===== config.mk =====
export PLATFORM = sky130hd
export DESIGN_NAME = io_mmio_ctrl
export DESIGN_NICKNAME = d
export VERILOG_FILES = /design/src/rtl/io_mmio_ctrl_pkg.sv /design/src/rtl/io_mmio_ctrl_tx_fifo.sv /design/src/rtl/io_mmio_ctrl.sv
export SDC_FILE = /design/constraint.sdc
export NUM_CORES = 1
export LEC_CHECK = 0
export ABC_AREA = 0
export BUFFER_PORTS_ARGS = -buffer_cell sky130_fd_sc_hd__buf_2
export CAP_MARGIN = 20
export CORE_MARGIN = 1
export CORE_UTILIZATION = 54
export DETAILED_ROUTE_END_ITERATION = 10
export PLACE_DENSITY = 0.8
export SKIP_CTS_REPAIR_TIMING = 1
export SKIP_LAST_GASP = 1
export SLEW_MARGIN = 20
export SYNTH_ARGS = -nofsm -noshare
export SYNTH_HDL_FRONTEND = slang
export SYNTH_SLANG_ARGS = --single-unit

===== constraint.sdc =====
create_clock -name i_clk -period 4.7 [get_ports i_clk]
set_input_delay 0.94 -clock i_clk [delete_from_list [all_inputs] [get_ports i_clk]]
set_output_delay 0.94 -clock i_clk [all_outputs]
set_load 0.005 [all_outputs]

===== src/rtl/io_mmio_ctrl_pkg.sv =====
// Shared definitions for the memory-mapped I/O block: register offsets,
// status-word bit positions and small decode helpers.
package io_mmio_ctrl_pkg;

    // Word offsets decoded from Addr[7:0]
    localparam logic [7:0] IO_UART_CTRL = 8'h00;
    localparam logic [7:0] IO_UART_RX   = 8'h04;
    localparam logic [7:0] IO_UART_TX   = 8'h08;
    localparam logic [7:0] IO_CYCLE     = 8'h10;
    localparam logic [7:0] IO_INSTRET   = 8'h14;
    localparam logic [7:0] IO_CTR_RST   = 8'h18;

    // Bit positions inside the UART status word
    localparam int CTRL_TX_READY = 0;
    localparam int CTRL_RX_FULL  = 1;
    localparam int CTRL_TX_OVF   = 2;

    // Registers are word-aligned; byte stores hit the register of their word
    function automatic logic [7:0] word_offset(input logic [7:0] addr);
        return {addr[7:2], 2'b00};
    endfunction

    // Store data arrives lane-shifted, so the TX byte sits in the addressed lane
    function automatic logic [7:0] lane_byte(input logic [31:0] data,
                                             input logic [1:0]  lane);
        return data[8*lane +: 8];
    endfunction

endpackage


===== src/rtl/io_mmio_ctrl_tx_fifo.sv =====
// Circular TX byte FIFO. DEPTH must be a power of two so the pointers wrap
// by plain overflow. A push while full is accepted only if a pop happens in
// the same cycle; the caller detects and reports dropped bytes.
module io_tx_fifo #(
    parameter int DEPTH = 4
) (
    input  logic       i_clk,
    input  logic       i_reset,
    input  logic       i_push,
    input  logic [7:0] i_din,
    input  logic       i_pop,
    output logic       o_full,
    output logic       o_empty,
    output logic [7:0] o_dout
);
    localparam int PW = $clog2(DEPTH);

    logic [7:0]  r_mem [DEPTH];
    logic [PW-1:0] r_wr_ptr;
    logic [PW-1:0] r_rd_ptr;
    logic [PW:0]   r_count;
    logic          w_do_push;
    logic          w_do_pop;

    assign o_full    = (r_count == (PW+1)'(DEPTH));
    assign o_empty   = (r_count == '0);
    assign o_dout    = r_mem[r_rd_ptr];
    assign w_do_pop  = i_pop & ~o_empty;
    assign w_do_push = i_push & (~o_full | w_do_pop);

    // Storage, pointers and occupancy; simultaneous push/pop leaves the count unchanged
    always_ff @(posedge i_clk) begin
        if (i_reset) begin
            for (int i = 0; i < DEPTH; i++) r_mem[i] <= '0;
            r_wr_ptr <= '0;
            r_rd_ptr <= '0;
            r_count  <= '0;
        end else begin
            if (w_do_push) begin
                r_mem[r_wr_ptr] <= i_din;
                r_wr_ptr        <= r_wr_ptr + PW'(1);
            end
            if (w_do_pop) r_rd_ptr <= r_rd_ptr + PW'(1);
            case ({w_do_push, w_do_pop})
                2'b10:   r_count <= r_count + (PW+1)'(1);
                2'b01:   r_count <= r_count - (PW+1)'(1);
                default: r_count <= r_count;
            endcase
        end
    end

endmodule


===== src/rtl/io_mmio_ctrl.sv =====
// Memory-mapped I/O target: UART RX/TX byte buffers, cycle and retired
// instruction counters, and registered load data with dmem-like latency.
// Define IO_TX_FIFO_EN to replace the TX holding register with a
// TX_FIFO_DEPTH-entry FIFO.
module io_mmio_ctrl
    import io_mmio_ctrl_pkg::*;
#(
    parameter int CTR_WIDTH     = 32,
    parameter int TX_FIFO_DEPTH = 4
) (
    input  logic        i_clk,
    input  logic        i_reset,
    input  logic [31:0] i_addr,
    input  logic [3:0]  i_io_trans,
    input  logic        i_io_recv,
    input  logic [31:0] i_store_data,
    input  logic        i_stall,
    input  logic        i_inst_valid,
    output logic [31:0] o_io_rdata,
    output logic [7:0]  o_uart_tx_data_in,
    output logic        o_uart_tx_data_in_valid,
    input  logic        i_uart_tx_data_in_ready,
    input  logic [7:0]  i_uart_rx_data_out,
    input  logic        i_uart_rx_data_out_valid,
    output logic        o_uart_rx_data_out_ready
);
    logic [7:0]           w_off;
    logic                 w_store;
    logic                 w_load;
    logic                 w_tx_push;
    logic                 w_ctr_clr;
    logic                 w_rx_pop;
    logic                 w_ovf_clr;
    logic                 w_rx_capture;
    logic [7:0]           w_tx_byte;
    logic                 w_tx_full;
    logic                 w_tx_drain;
    logic                 w_tx_ovf_set;
    logic [31:0]          w_rdata;
    logic                 w_unused;

    logic [31:0]          r_rdata;
    logic                 r_rx_full;
    logic [7:0]           r_rx_byte;
    logic                 r_tx_ovf;
    logic [CTR_WIDTH-1:0] r_cycle;
    logic [CTR_WIDTH-1:0] r_instret;

    // Side effects of I/O accesses are suppressed while the pipeline stalls
    assign w_off        = word_offset(i_addr[7:0]);
    assign w_store      = (|i_io_trans) & ~i_stall;
    assign w_load       = i_io_recv & ~i_stall;
    assign w_tx_push    = w_store && (w_off == IO_UART_TX);
    assign w_ctr_clr    = w_store && (w_off == IO_CTR_RST);
    assign w_rx_pop     = w_load && (w_off == IO_UART_RX);
    assign w_ovf_clr    = w_load && (w_off == IO_UART_CTRL);
    assign w_rx_capture = i_uart_rx_data_out_valid & ~r_rx_full;
    assign w_tx_byte    = lane_byte(i_store_data, i_addr[1:0]);
    assign w_tx_ovf_set = w_tx_push & w_tx_full & ~w_tx_drain;

    assign o_uart_rx_data_out_ready = ~r_rx_full;
    assign o_io_rdata               = r_rdata;
    assign w_unused                 = ^{i_addr[31:8], TX_FIFO_DEPTH[0]};

`ifdef IO_TX_FIFO_EN
    logic w_tx_empty;
    logic [7:0] w_tx_dout;

    assign w_tx_drain              = ~w_tx_empty & i_uart_tx_data_in_ready;
    assign o_uart_tx_data_in_valid = ~w_tx_empty;
    assign o_uart_tx_data_in       = w_tx_dout;

    io_tx_fifo #(.DEPTH(TX_FIFO_DEPTH)) u_tx_fifo (
        .i_clk   (i_clk),
        .i_reset (i_reset),
        .i_push  (w_tx_push),
        .i_din   (w_tx_byte),
        .i_pop   (w_tx_drain),
        .o_full  (w_tx_full),
        .o_empty (w_tx_empty),
        .o_dout  (w_tx_dout)
    );
`else
    logic       r_tx_full;
    logic [7:0] r_tx_data;

    assign w_tx_full               = r_tx_full;
    assign w_tx_drain              = r_tx_full & i_uart_tx_data_in_ready;
    assign o_uart_tx_data_in_valid = r_tx_full;
    assign o_uart_tx_data_in       = r_tx_data;

    // Holding register: a drain frees the slot in time for a same-cycle push
    always_ff @(posedge i_clk) begin
        if (i_reset) begin
            r_tx_full <= 1'b0;
            r_tx_data <= '0;
        end else if (w_tx_push && !w_tx_ovf_set) begin
            r_tx_full <= 1'b1;
            r_tx_data <= w_tx_byte;
        end else if (w_tx_drain) begin
            r_tx_full <= 1'b0;
        end
    end
`endif

    // Sticky overflow flag; a set in the same cycle as a status read wins
    always_ff @(posedge i_clk) begin
        if (i_reset)           r_tx_ovf <= 1'b0;
        else if (w_tx_ovf_set) r_tx_ovf <= 1'b1;
        else if (w_ovf_clr)    r_tx_ovf <= 1'b0;
    end

    // RX holding register; a capture only happens while empty, so it never collides with a pop of a held byte
    always_ff @(posedge i_clk) begin
        if (i_reset) begin
            r_rx_full <= 1'b0;
            r_rx_byte <= '0;
        end else if (w_rx_capture) begin
            r_rx_full <= 1'b1;
            r_rx_byte <= i_uart_rx_data_out;
        end else if (w_rx_pop) begin
            r_rx_full <= 1'b0;
        end
    end

    // Ready is low whenever a byte is held, so pop-of-full and capture are exclusive
    always_ff @(posedge i_clk) begin
        if (!i_reset) assert (!(w_rx_pop && w_rx_capture && r_rx_full));
    end

    // Free-running cycle counter and retired-instruction counter; a clear beats an increment
    always_ff @(posedge i_clk) begin
        if (i_reset || w_ctr_clr) begin
            r_cycle   <= '0;
            r_instret <= '0;
        end else begin
            r_cycle <= r_cycle + CTR_WIDTH'(1);
            if (i_inst_valid && !i_stall) r_instret <= r_instret + CTR_WIDTH'(1);
        end
    end

    // Load data mux over pre-edge state
    always_comb begin
        w_rdata = '0;
        case (w_off)
            IO_UART_CTRL: begin
                w_rdata[CTRL_TX_READY] = ~w_tx_full;
                w_rdata[CTRL_RX_FULL]  = r_rx_full;
                w_rdata[CTRL_TX_OVF]   = r_tx_ovf;
            end
            IO_UART_RX: w_rdata = {24'b0, r_rx_byte};
            IO_CYCLE:   w_rdata = 32'(r_cycle);
            IO_INSTRET: w_rdata = 32'(r_instret);
            default:    w_rdata = '0;
        endcase
    end

    // Load data register: refreshed by every load strobe, stalled or not, held otherwise
    always_ff @(posedge i_clk) begin
        if (i_reset)        r_rdata <= '0;
        else if (i_io_recv) r_rdata <= w_rdata;
    end

endmodule

# Yosys cells after proc, flatten, opt, wreduce, memory -nomap -nowiden
# Index checks and enable logic that the tools add are counted.
[op_classes]
n_reduce_logical = 14
n_shift = 1
addsub = 2
mux = 8
bitwise = 10
n_eq_ne = 5
[ops]
columns = ["operator", "n"]
rows = [
  ["$pmux 29 s3", 1],
  ["$add 32x1->32 const B", 2],
  ["$shiftx 32x6->8", 1],
  ["$eq 6x3->1 const B", 3],
  ["$pmux 3 s4", 1],
  ["$logic_not 8->1", 1],
  ["$and 1x1->1", 6],
  ["$eq 6x1->1 const B", 1],
  ["$eq 6x2->1 const B", 1],
  ["$logic_and 1x1->1", 6],
  ["$mux 1", 6],
  ["$reduce_bool 2->1", 3],
  ["$not 1->1", 4],
  ["$reduce_or 4->1", 1],
  ["$logic_not 1->1", 2],
  ["$logic_or 1x1->1", 1],
]
[word_totals]
regBits = 115

# Depth between registers and ports, before layout
[depth]
word_depth = 8
mapped_depth = 7
ltp_nobuf = 5

# Least setup slack after synthesis
# Ideal clock, no wire load.
[synth_path]
kind = "input port to flip-flop"
from = "in i_stall"
to = "reg r_instret[24]"
arrival_ns = 2.309
required_time_ns = 4.630
path_buffers = 1
stages = 5
slack_ns = 2.321
setup_time_ns = 0.070
cell_sequence = "nand3b_4 -> or4_1 -> buf_2 -> or4_1 -> a21oi_1"
[synth_between]
elab_chain_len = 4
word_cells_on_any_way = 6
cone_classes = "bitwise: 2; reduce/logical: 4"
[synth_rtl]
columns = ["item", "line_no", "source"]
rows = [
  ["from (decl)", "io_mmio_ctrl.sv:17", "input logic i_stall,"],
  ["$not 1->1", "io_mmio_ctrl.sv:51", "assign w_store = (|i_io_trans) & ~i_stall;"],
  ["$and 1x1->1", "io_mmio_ctrl.sv:51", ""],
  ["$logic_and 1x1->1", "io_mmio_ctrl.sv:54", "assign w_ctr_clr = w_store && (w_off == IO_CTR_RST);"],
  ["$logic_or 1x1->1", "io_mmio_ctrl.sv:133", "if (i_reset || w_ctr_clr) begin"],
  ["to (signal assigned)", "io_mmio_ctrl.sv:138", "if (i_inst_valid && !i_stall) r_instret <= r_instret + CTR_WIDTH'(1);"],
  ["to (decl)", "io_mmio_ctrl.sv:47", "logic [CTR_WIDTH-1:0] r_instret;"],
]
# Several ways; a longest one is shown, not always the timed one.
# A chain may end at the register's enable or synchronous reset.

# Worst setup path after layout
[layout_path]
from = "in i_addr[3]"
to = "reg r_rdata[27], in the netlist o_io_rdata[27]"
[layout_between]
elab_chain_len = 2
word_cells_on_any_way = 4
cone_classes = "eq/ne: 3; mux: 1"
[layout_rtl]
columns = ["item", "line_no", "source"]
rows = [
  ["from (decl)", "io_mmio_ctrl.sv:13", "input logic [31:0] i_addr,"],
  ["$eq 6x3->1 / $eq 6x1->1 (equally long branches)", "io_mmio_ctrl.sv:145", "case (w_off)"],
  ["$pmux 29 s3 (*)", "io_mmio_ctrl.sv:145", ""],
  ["to (signal assigned)", "io_mmio_ctrl.sv:161", "else if (i_io_recv) r_rdata <= w_rdata;"],
  ["to (decl)", "io_mmio_ctrl.sv:42", "logic [31:0] r_rdata;"],
]
# Every way passes the cells marked *; elsewhere a longest branch is shown, timed or not.

==> reports/results.ini <==
[layout]
syn2layout_area_growth_pct = 21.6
final_layout_size_suffix_gt1_share_pct = 21.3
stdcell_count = 842
diodes = 0
nFillCells = 786
final_nets = 781

[floorplanning]
pin_count = 125
start_util_pct = 55.6
die_w_um = 102
core_area_mm2 = 0.00973
num_rows = 36
die_area_mm2 = 0.0104
chipHeight_um = 102

[power_and_ir_drop]
clkPwrFrac_pct = 56.4
p_seq_share_pct = 39.2
switchingPower_uw = 511
irDropWorstVdd_uv = 197
powerDensity_mw_per_mm2 = 385
share_comb_of_total_power_pct = 4.4
p_int_mw = 2.02
p_leak_nw = 2.43
sw_frac_of_total_pct = 20.2

[global_routing]
antenna_found_initial = 0
grt_max_degree = 40
grt_overflow_total = 0
grt_pass1_vias = 4855
grt_usage_pct = 28.4
grt_pass1_wl_um = 22700

[cts]
htreeDepth = 4
cts_tree = built
cts.clk_slew.worst_paths_ns = 0.06
cts_sinks = 115
cts_buffer_depth = 2
ctsRootBufferMaster = clkbuf_8
clkLatencyLatePin_ns = 0.51
numCtsBuffers = 17

[placement]
place_hpwl_um = 9830
port_buffers = 100
place_congestion = 0.837
placed_cells = 810

[logic_synthesis]
synth_edf_count = 0
ys_types = 45
ys_async_sr_fraction_pct = 0
postSynthCellCount = 614
synth_top_cell_by_area = dfxtp_1
synth_nets = 699
synth_ff_type = dfxtp_1
netlist.area_leader.share_pct = 42.6
yosysWarnings = 0
synth_area_leaders = dfxtp_1 (43%), a21oi_1 (5.2%), mux2i_1 (4.6%)
syn_area_mm2 = 0.00541
syn_avg_cell_area_um2 = 8.81
synth.most_common_cell = dfxtp_1
synth-seq-cells = 115
yosysSeqAreaShare_pct = 42.6
synthTopCellsByCount = dfxtp_1 (115), nand2_1 (63), a21oi_1 (56), nor2_1 (38), o21ai_0 (34)

[critical_path]
crit_path_end = o_io_rdata[27]$_SDFFE_PP0P_
reg2regPathDepth = 4
critical_path.cell_chain = buf_2 > or4_1 > nor3_1 > nand2_1 > o21ai_0
crit_arrival_ns = 3.07
start_kind = primary input
cp_max_fo = 24
cp_data_required_time_ns = 5.12
slowest_stage = nand2_1
critPathMaxStageDelay_ns = 0.63
reg2reg_to = r_cycle[30]$_SDFF_PP0_
critPathKind = primary input to flop
reg2reg_slack_ns = 2.27
crit_start = i_addr[3]
r2r-start = r_cycle[8]$_SDFF_PP0_
critPathCaptureType = flop

[timing]
hold_viol = 0
setup_violations = 0
rsz0062_at_grt = false
tightest_slew_ns = 1.09
timing.final.crit_share_pct = 56.3
layout_min_cycle_time_ns = 2.65
max_freq_mhz = 378
slew_viol_final = 0
slew_headroom_pct = 27.3
finalClockSkew_ns = 0.00551
final.setup.tns_ns = 0

[route]
vias_per_cell = 6.13
drt_iter0_drc = 286
via_count = 5165
drtAntennaViolNets = 0
routedWlPerCell_um = 17.1
route.detailed.drc = 0
drt_pre_antenna_iters = 5
wirelength_um = 14400

[worst_hold_path]
hold_start = o_io_rdata[14]$_SDFFE_PP0P_
hold_path.class = flop to flop

[flow_run]
max-cap-violations = 0

[status]
status = finished, final reports clean

## sequential cells by signal (all words and copies together), names as in the netlist
| name | cells |
|---|---|
| r_instret | 32 |
| o_uart_tx_data_in | 8 |
| o_io_rdata | 32 |
| r_tx_ovf | 1 |
| r_cycle | 32 |
| o_uart_tx_data_in_valid | 1 |
| r_rx_byte | 8 |
| r_rx_full | 1 |
## critical path, delay by kind of cell
family,cells,cell delay (ns)
compound gates,1,0.34
simple gates,3,1.66
buf+inv,1,0.12
## power groups by stage
stage	Clock, mW	Sequential, mW	Combinational, mW
6_report	1.43	0.992	0.110
5_1_grt	1.48	0.993	0.119
4_1_cts	1.43	0.992	0.110
3_5_place_dp	0	1.01	0.109
3_3_place_gp	0	1.01	0.106
2_1_floorplan	0	1.01	0.0694
## how the worst min path moves through the flow
stage	to	slack (ns)	cells past startpoint
floorplan	r_rx_byte[3]$_SDFFE_PP0P_	0.43	2
global placement	o_io_rdata[12]$_SDFFE_PP0P_	0.43	2
detailed placement	o_io_rdata[28]$_SDFFE_PP0P_	0.44	2
CTS	o_io_rdata[16]$_SDFFE_PP0P_	0.45	2
global route	o_io_rdata[16]$_SDFFE_PP0P_	0.46	2
finish	o_io_rdata[14]$_SDFFE_PP0P_	0.44	2
## layer usage
metal,GRT usage [%],wire length (um),part of all wire (%),vias up
met3,7.11,990,6.9,40
met1,31.3,5580,39,2415
met5,0,0,0,-
met4,13.4,440,3.0,0
met2,51.0,7420,51,250
li1,-,-,-,2460
## metrics by stage
| step | hold WS, ns | area (um^2) | total power, mW | util (%) | setup slack [ns] |
|---|---|---|---|---|---|
| 2_1_floorplan | 0.434 | 5410 | 1.08 | - | 2.32 |
| 3_3_place_gp | 0.433 | 5910 | 1.12 | 60.8 | 1.66 |
| 3_5_place_dp | 0.437 | 5910 | 1.12 | 60.8 | 1.49 |
| 4_1_cts | 0.448 | 6570 | 2.54 | 67.6 | 2.01 |
| 5_1_grt | 0.464 | 6570 | 2.60 | 67.6 | 1.91 |
| 6_report | 0.442 | 6570 | 2.53 | 67.6 | 2.05 |
## cell usage in the layout, fill, tap and decap left out, drive strengths merged, types with 2 or more instances in the layout
master / instances
dfxtp: 115
buf: 102
nand2: 63
a21oi: 56
o21ai: 47
nor2: 38
nand3: 30
or4: 26
mux2i: 25
clkbuf: 24
nand4: 21
o31ai: 20
or3: 18
xor2: 14
and4: 11
xnor2: 10
nor3: 8
a22o: 8
mux4: 8
nor2b: 6
a22oi: 6
inv: 5
nor4: 5
mux2: 5
and3: 5
bufinv: 5
and2: 3
a32oi: 3
a311oi: 3
nand4b: 3
o21a: 3
ha: 2
clkinvlp: 2
## cell families (layout without fill, tap and decap cells)
group	after synthesis	count (layout)	synth area share (%)
simple gates	242	242	24.2
compound gates	149	149	16.3
flops	115	115	42.6
buf+inv	44	139	3.66
mux	38	38	9.00
xor+xnor	24	24	3.89
fa+ha+maj	2	2	0.463
## final cells by class
class / instances / area, um^2 / share of cell area, %
clock inverters: 8 / 170 / 2.59
repair buffers: 102 / 515 / 7.84
flip-flops and latches: 115 / 2300 / 35.0
well taps: 133 / 166 / 2.53
clock buffers: 24 / 490 / 7.46
multi-input cells: 455 / 2910 / 44.3
inverters: 5 / 18.8 / 0.285
(Power assumes the default switching activity.)
